--- src/rtl/fp_mult_seq.sv ---
// Sequencer around a fixed-latency FP multiplier: issues requests, tracks tags
// through the pipe, and returns results in order from a credit-guarded FIFO.
module fp_mult_seq #(
  parameter int          TAG_W    = 4,
  parameter int          DEPTH    = 4,
  parameter int          LAT      = 2,
  parameter logic [7:0]  ERR_MASK = 8'hFF
) (
  input  logic             clk,
  input  logic             rst,
  input  logic             req_valid,
  output logic             req_ready,
  input  logic [31:0]      req_a,
  input  logic [31:0]      req_b,
  input  logic [2:0]       req_rnd,
  input  logic [TAG_W-1:0] req_tag,
  output logic [31:0]      mult_a,
  output logic [31:0]      mult_b,
  output logic [2:0]       mult_rnd,
  input  logic [31:0]      mult_z,
  input  logic [7:0]       mult_status,
  output logic             rsp_valid,
  input  logic             rsp_ready,
  output logic [31:0]      rsp_z,
  output logic [7:0]       rsp_status,
  output logic [TAG_W-1:0] rsp_tag,
  output logic             busy,
  output logic [15:0]      err_cnt
);

  localparam int PW = (DEPTH > 1) ? $clog2(DEPTH) : 1;
  localparam int CW = $clog2(DEPTH + 1);
  localparam int EW = 32 + 8 + TAG_W;
  localparam logic [CW-1:0] DEPTH_C = CW'(DEPTH);

  logic             ready_q, ready_d;
  logic [31:0]      ma_q, ma_d;
  logic [31:0]      mb_q, mb_d;
  logic [2:0]       mr_q, mr_d;
  logic [LAT:0]     vld_q, vld_d;
  logic [TAG_W-1:0] tag_q [0:LAT];
  logic [TAG_W-1:0] tag_d [0:LAT];
  logic [EW-1:0]    mem_q [0:DEPTH-1];
  logic [EW-1:0]    mem_d [0:DEPTH-1];
  logic [PW-1:0]    wp_q, wp_d;
  logic [PW-1:0]    rp_q, rp_d;
  logic [CW-1:0]    cnt_q, cnt_d;
  logic [CW-1:0]    out_q, out_d;
  logic [15:0]      err_q, err_d;

  logic accept;
  logic push;
  logic pop;

  always_comb begin
    accept  = req_valid & ready_q;
    push    = vld_q[LAT];
    pop     = (cnt_q != '0) & rsp_ready;
    ma_d    = ma_q;
    mb_d    = mb_q;
    mr_d    = mr_q;
    mem_d   = mem_q;
    wp_d    = wp_q;
    rp_d    = rp_q;
    err_d   = err_q;
    if (accept) begin
      ma_d = req_a;
      mb_d = req_b;
      mr_d = req_rnd;
    end
    // Marker stage LAT is the one whose result is on mult_z this cycle.
    vld_d    = {vld_q[LAT-1:0], accept};
    tag_d[0] = req_tag;
    for (int i = 1; i <= LAT; i++) begin
      tag_d[i] = tag_q[i-1];
    end
    if (push) begin
      mem_d[wp_q] = {mult_z, mult_status, tag_q[LAT]};
      wp_d        = wp_q + PW'(1);
      if (|(mult_status & ERR_MASK) && err_q != 16'hFFFF) begin
        err_d = err_q + 16'd1;
      end
    end
    if (pop) begin
      rp_d = rp_q + PW'(1);
    end
    cnt_d   = cnt_q + CW'(push) - CW'(pop);
    out_d   = out_q + CW'(accept) - CW'(pop);
    ready_d = out_d < DEPTH_C;
  end

  always_ff @(posedge clk or posedge rst) begin
    if (rst) begin
      ready_q <= 1'b0;
      ma_q    <= '0;
      mb_q    <= '0;
      mr_q    <= '0;
      vld_q   <= '0;
      tag_q   <= '{default: '0};
      mem_q   <= '{default: '0};
      wp_q    <= '0;
      rp_q    <= '0;
      cnt_q   <= '0;
      out_q   <= '0;
      err_q   <= '0;
    end else begin
      ready_q <= ready_d;
      ma_q    <= ma_d;
      mb_q    <= mb_d;
      mr_q    <= mr_d;
      vld_q   <= vld_d;
      tag_q   <= tag_d;
      mem_q   <= mem_d;
      wp_q    <= wp_d;
      rp_q    <= rp_d;
      cnt_q   <= cnt_d;
      out_q   <= out_d;
      err_q   <= err_d;
    end
  end

  a_no_ovf: assert property (
    @(posedge clk) disable iff (rst) push |-> cnt_q < DEPTH_C
  );

  assign req_ready = ready_q;
  assign mult_a    = ma_q;
  assign mult_b    = mb_q;
  assign mult_rnd  = mr_q;
  assign rsp_valid = cnt_q != '0;
  assign {rsp_z, rsp_status, rsp_tag} = mem_q[rp_q];
  assign busy      = out_q != '0;
  assign err_cnt   = err_q;

endmodule

--- config.mk ---
export PLATFORM = sky130hd
export DESIGN_NAME = fp_mult_seq
export DESIGN_NICKNAME = d
export VERILOG_FILES = /design/src/rtl/fp_mult_seq.sv
export SDC_FILE = /design/constraint.sdc
export NUM_CORES = 1
export LEC_CHECK = 0
export CAP_MARGIN = 40
export CORE_UTILIZATION = 25
export CTS_BUF_LIST = sky130_fd_sc_hd__clkbuf_8
export DETAILED_ROUTE_END_ITERATION = 12
export PLACE_DENSITY_LB_ADDON = 0.2
export SYNTH_ARGS = -nofsm -noshare
export SYNTH_HDL_FRONTEND = slang
export SYNTH_SLANG_ARGS = --single-unit
--- constraint.sdc ---
create_clock -name clk -period 20.3 [get_ports clk]
set_input_delay 3.045 -clock clk [delete_from_list [all_inputs] [get_ports clk]]
set_output_delay 3.045 -clock clk [all_outputs]
set_load 0.01 [all_outputs]
## Word level (Yosys, flattened, before mapping)

Cells that the tools add are included.

| word-level totals | value |
|---|---|
| input port bits | 115 |
| output and inout port bits | 130 |
| bits in registers | 285 |

| operators by class | value |
|---|---|
| bitwise operators | 4 |
| reductions and logical operators | 6 |
| add/subtract/negate cells | 7 |
| equality and inequality tests | 1 |
| mux-type cells | 6 |
| $lt $le $gt $ge | 4 |

Operators by type and width:

| kind | count |
|---|---|
| $bwmux W176 | 1 |
| $mux W44 | 3 |
| $bmux W44 S2 | 1 |
| $demux W44 S2 | 1 |
| $add A16 B1 Y16 const B | 1 |
| $ne A16 B16 Y1 const B | 1 |
| $reduce_or A8 Y1 | 1 |
| $add A3 B1 Y3 | 2 |
| $ge A3 B3 Y1 const B | 2 |
| $not A2 Y3 | 2 |
| $reduce_bool A3 Y1 | 2 |
| $sub A3 B1 Y3 | 2 |
| $add A2 B1 Y2 const B | 2 |
| $lt A3 B1 Y1 const B | 1 |
| $lt A3 B3 Y1 const B | 1 |
| $and A1 B1 Y1 | 2 |
| $logic_and A1 B1 Y1 | 2 |
| $reduce_and A2 Y1 | 1 |

## Logic depth before layout (Yosys ltp)

| logic depth | value |
|---|---|
| depth after elaboration | 6 |
| mapped depth | 11 |

## Worst setup path after synthesis

No wires, ideal clock.

| timing | value |
|---|---|
| kind | input to register |
| start point | in req_valid |
| end point | reg out_q[2] |
| stages | 11 |
| path slack | 15.251 ns |
| arrival | 4.929 ns |
| cell sequence | nand2_1 -> buf_1 -> buf_2 -> inv_1 -> xnor2_1 -> ha_1 -> inv_1 -> fa_1 -> xnor2_1 -> xor2_1 -> inv_1 |

| on the way | value |
|---|---|
| cells in the longest elaborated chain, start to end | 3 |

Ends and longest elaborated chain:

| item | line | source |
|---|---|---|
| start, declared | 11 | `input logic req_valid,` |
| $and A1 B1 Y1 | 56 | `accept = req_valid & ready_q;` |
| via accept | 51 | `logic accept;` |
| $add A3 B1 Y3 | 88 | `out_d = out_q + CW'(accept) - CW'(pop);` |
| $sub A3 B1 Y3 | 88 |  |
| via out_d[2] | 48 | `logic [CW-1:0] out_q, out_d;` |
| end signal, assigned | 117 | `out_q <= out_d;` |
| end, declared | 48 |  |

The timed path passes the listed nets, and every way through them passes these cells.
A chain may end at the register's enable or synchronous reset.

## Worst setup path after layout

| timing | value |
|---|---|
| start point | reg rp_q[0] |
| end point | out rsp_z[14] |

| on the way | value |
|---|---|
| cells in the longest elaborated chain, start to end | 4 |

Ends and longest elaborated chain:

| item | line | source |
|---|---|---|
| start, declared | 46 | `logic [PW-1:0] rp_q, rp_d;` |
| start signal, assigned | 115 | `rp_q <= rp_d;` |
| $not A2 Y3 (implied by the code) | 131 | `assign {rsp_z, rsp_status, rsp_tag} = mem_q[rp_q];` |
| $bmux W44 S2 | 131 |  |
| $mux W44 (implied by the code) (2 in series) | 131 |  |
| end, declared | 24 | `output logic [31:0] rsp_z,` |

Every way passes these cells. The select of a mux whose other input is x is not followed.

==> flow_summary.ini <==
[layout]
n_fill_cell = 4564
ff_latch_area_sq_um = 7137
syn_to_final_growth_pct = 36.38
design_area_sq_um = 16060
drive_gt1_share_pct = 39.04
finalNetCount = 1105
multi_input_area_sq_um = 4446

[worst_setup_path]
cp-start-kind = flip-flop
cp-end-kind = output pin
cp_data_required_time_ns = 17.26
crit_type = reg -> out
crit_arrival_ns = 3.12
critPathMaxFanout = 24
r2r_slack_ns = 17.93

[placed_design]
dp_hpwl_um = 19200
gp_congestion = 0.6799
port_buffers = 244
place_ws_ns = 14.69
place_area_sq_um = 15020

[synthesis]
synth_area_leaders = dfrtp_1 61%, mux2_2 23%, mux4_2 8.4%
ys_warn_count = 0
synth_edf_count = 0
synth_seq_cells = 285
async_flop_share_pct = 100.0
synth_commonest_cells = 285 x dfrtp_1, 243 x mux2_2, 44 x mux4_2
yosysTopAreaCell = dfrtp_1
synth.distinct_cells = 36
synth_nets = 827
synth.most_common_cell = dfrtp_1
syn-cell-area_sq_um = 11780
ys.flop_type = dfrtp_1
syn_inst = 703
seq_area_frac_synth_pct = 60.56
syn_avg_cell_area_sq_um = 16.75
synth_top_area_share_pct = 60.56

[routing]
finalWirelength_um = 29750
drc = 0
detail-route-antenna-nets = 0
dr_total_vias = 7011
vias_per_cell = 4.314
wire_per_inst_um = 18.31
drtPass1Iterations = 4
drt_iter0_markers = 210

[timing]
finalHoldViolations = 0
setup_slack_ns = 14.14
setup_tns_ns = 0
slew_violations = 0
slew_headroom_pct = 47.77
clock_skew_ns = 0.03742
worst_slew_pin_slew_ns = 0.7807
rsz0062_at_grt = false
fmax_mhz = 162.3
period_needed_ns = 6.162
setup_viol = 0
finalCritPeriodShare_pct = 30.36

[floorplan]
core_sq_um = 46460
initial_core_util_pct = 25.35
die_width_um = 219.0
ios = 245
rows = 79
die_y_um = 219.0
die_area_sq_um = 47980

[grt]
grtUsageTotal_pct = 13.00
grt_pass1_vias = 7975
grt_pass1_wl_um = 47360
grt-ovfl-total = 0
grt_max_degree = 95
antenna_found_initial = 2

[clock_network]
cts_num_sinks = 285
cts_resized = 0
tritoncts = yes
tritoncts.num_buffers = 53
cts-root-buf = clkbuf_8
cts_max_level = 2
clkTransAtPathRegs_ns = 0.06
ctsHoldBuffers = 0
clockBufferDepth = 3
clock_latency_ns = 0.63
post_cts_buffers = 0

[power]
power_frac_seq_pct = 38.3
p_total_w = 0.002628
power_frac_comb_pct = 41.0
p_sw_share_pct = 30.38
p_per_area_nw_per_um2 = 163.6
clkPwrFrac_pct = 20.7
leakagePower_nw = 6.634
cellInternalPower_w = 0.001829
vdd_drop_max_uv = 67.42
p_sw_w = 0.0007982

[worst_hold_path]
worstHoldPathType = reg -> reg

[run_status]
outcome = complete, no violations

[job]
max_cap_violations = 0
[sequential cells by signal, indices dropped and copies added, names as in the netlist]
signal	flops
cnt_q	3
err_cnt	16
mem_q	176
mult_a	32
mult_b	32
mult_rnd	3
out_q	3
req_ready	1
rp_q	2
tag_d	8
tag_q	4
vld_q	3
wp_q	2
[area by class of cell]
type	count	area share, %
tap	607	4.729
sequential	285	44.44
antenna	1	0.01558
clock buffer	64	5.485
multi-input combinational	374	27.68
inverter	9	0.2571
clock inverter	27	0.9582
timing repair buffer	258	16.44
[placed cells by master, fill, tap and decap left out, types with 3 or more instances in the layout]
cell type | Yosys | routed
mux2_2 | 243 | 243
inv_1 | 9 | 24
and3_2 | 3 | 3
clkbuf_8 | 1 | 64
mux4_2 | 44 | 44
buf_16 | 0 | 4
clkinv_2 | 0 | 6
nand4_1 | 7 | 7
xnor2_1 | 12 | 12
nand2_2 | 0 | 5
clkinvlp_4 | 0 | 3
nand2_1 | 12 | 7
nand3_1 | 5 | 5
clkdlybuf4s50_1 | 0 | 244
buf_4 | 0 | 9
nor2_1 | 5 | 5
xor2_1 | 7 | 7
ha_1 | 7 | 7
dfrtp_1 | 285 | 283
[worst max-delay path, cell delays in order (launching register included)]
cell,delay (ns)
dfrtp_2,0.87
buf_4,0.53
mux4_2,0.57
clkdlybuf4s50_1,0.50
[kinds of logic after synthesis]
family                   after synthesis  share of synthesized area [%]
multiplexers                         292                          32.18
flip-flops                           285                          60.56
AND/OR/NAND/NOR                       46                          2.295
buffers and inverters                 44                          1.796
XOR/XNOR                              19                          1.413
adder cells (fa/ha/maj)                9                          1.084
AO/OA/AOI/OAI                          8                         0.6694
[path summary, 6_finish.rpt]
path	startpoint	to	depth (start not counted)
min reg2reg	tag_d[2]	tag_q[2]	0
max reg2reg	cnt_q[1]	out_q[2]	9
min	tag_d[2]	tag_q[2]	0
min in group asynchronous	rst	mult_b[8]	2
max in group asynchronous	rst	mem_q[67]	4
max	rp_q[0]	rsp_z[14]	3
[routing by layer]
metal | share of wire, % | track usage (%) | vias up | wire length, um
met5 | 0.044 | 0 | - | 13
met2 | 45 | 20.02 | 236 | 13530
li1 | - | - | 3140 | -
met1 | 43 | 16.14 | 3571 | 12650
met3 | 9.3 | 5.322 | 62 | 2767
met4 | 2.6 | 5.139 | 2 | 785
[per-stage QoR]
step / std cells / hold WS, ns / util (%)
6_report: 1625 / 0.3434 / 34.57
5_1_grt: 1624 / 0.3473 / 34.57
4_1_cts: 1624 / 0.3483 / 34.57
3_5_place_dp: 1533 / 0.3347 / 32.34
3_3_place_gp: 1528 / 0.3334 / 32.06
2_1_floorplan: 703 / 0.3312 / -
[power by group through the flow]
stage	Sequential, W	Clock (W)	Combinational [W]
6_report	0.00101	0.000543	0.00108
5_1_grt	0.00105	0.000595	0.00117
4_1_cts	0.00101	0.000574	0.00110
3_5_place_dp	0.00102	0	0.00110
3_3_place_gp	0.00103	0	0.00106
2_1_floorplan	0.000983	0	0.000604
Power figures use the tool's default switching activity.
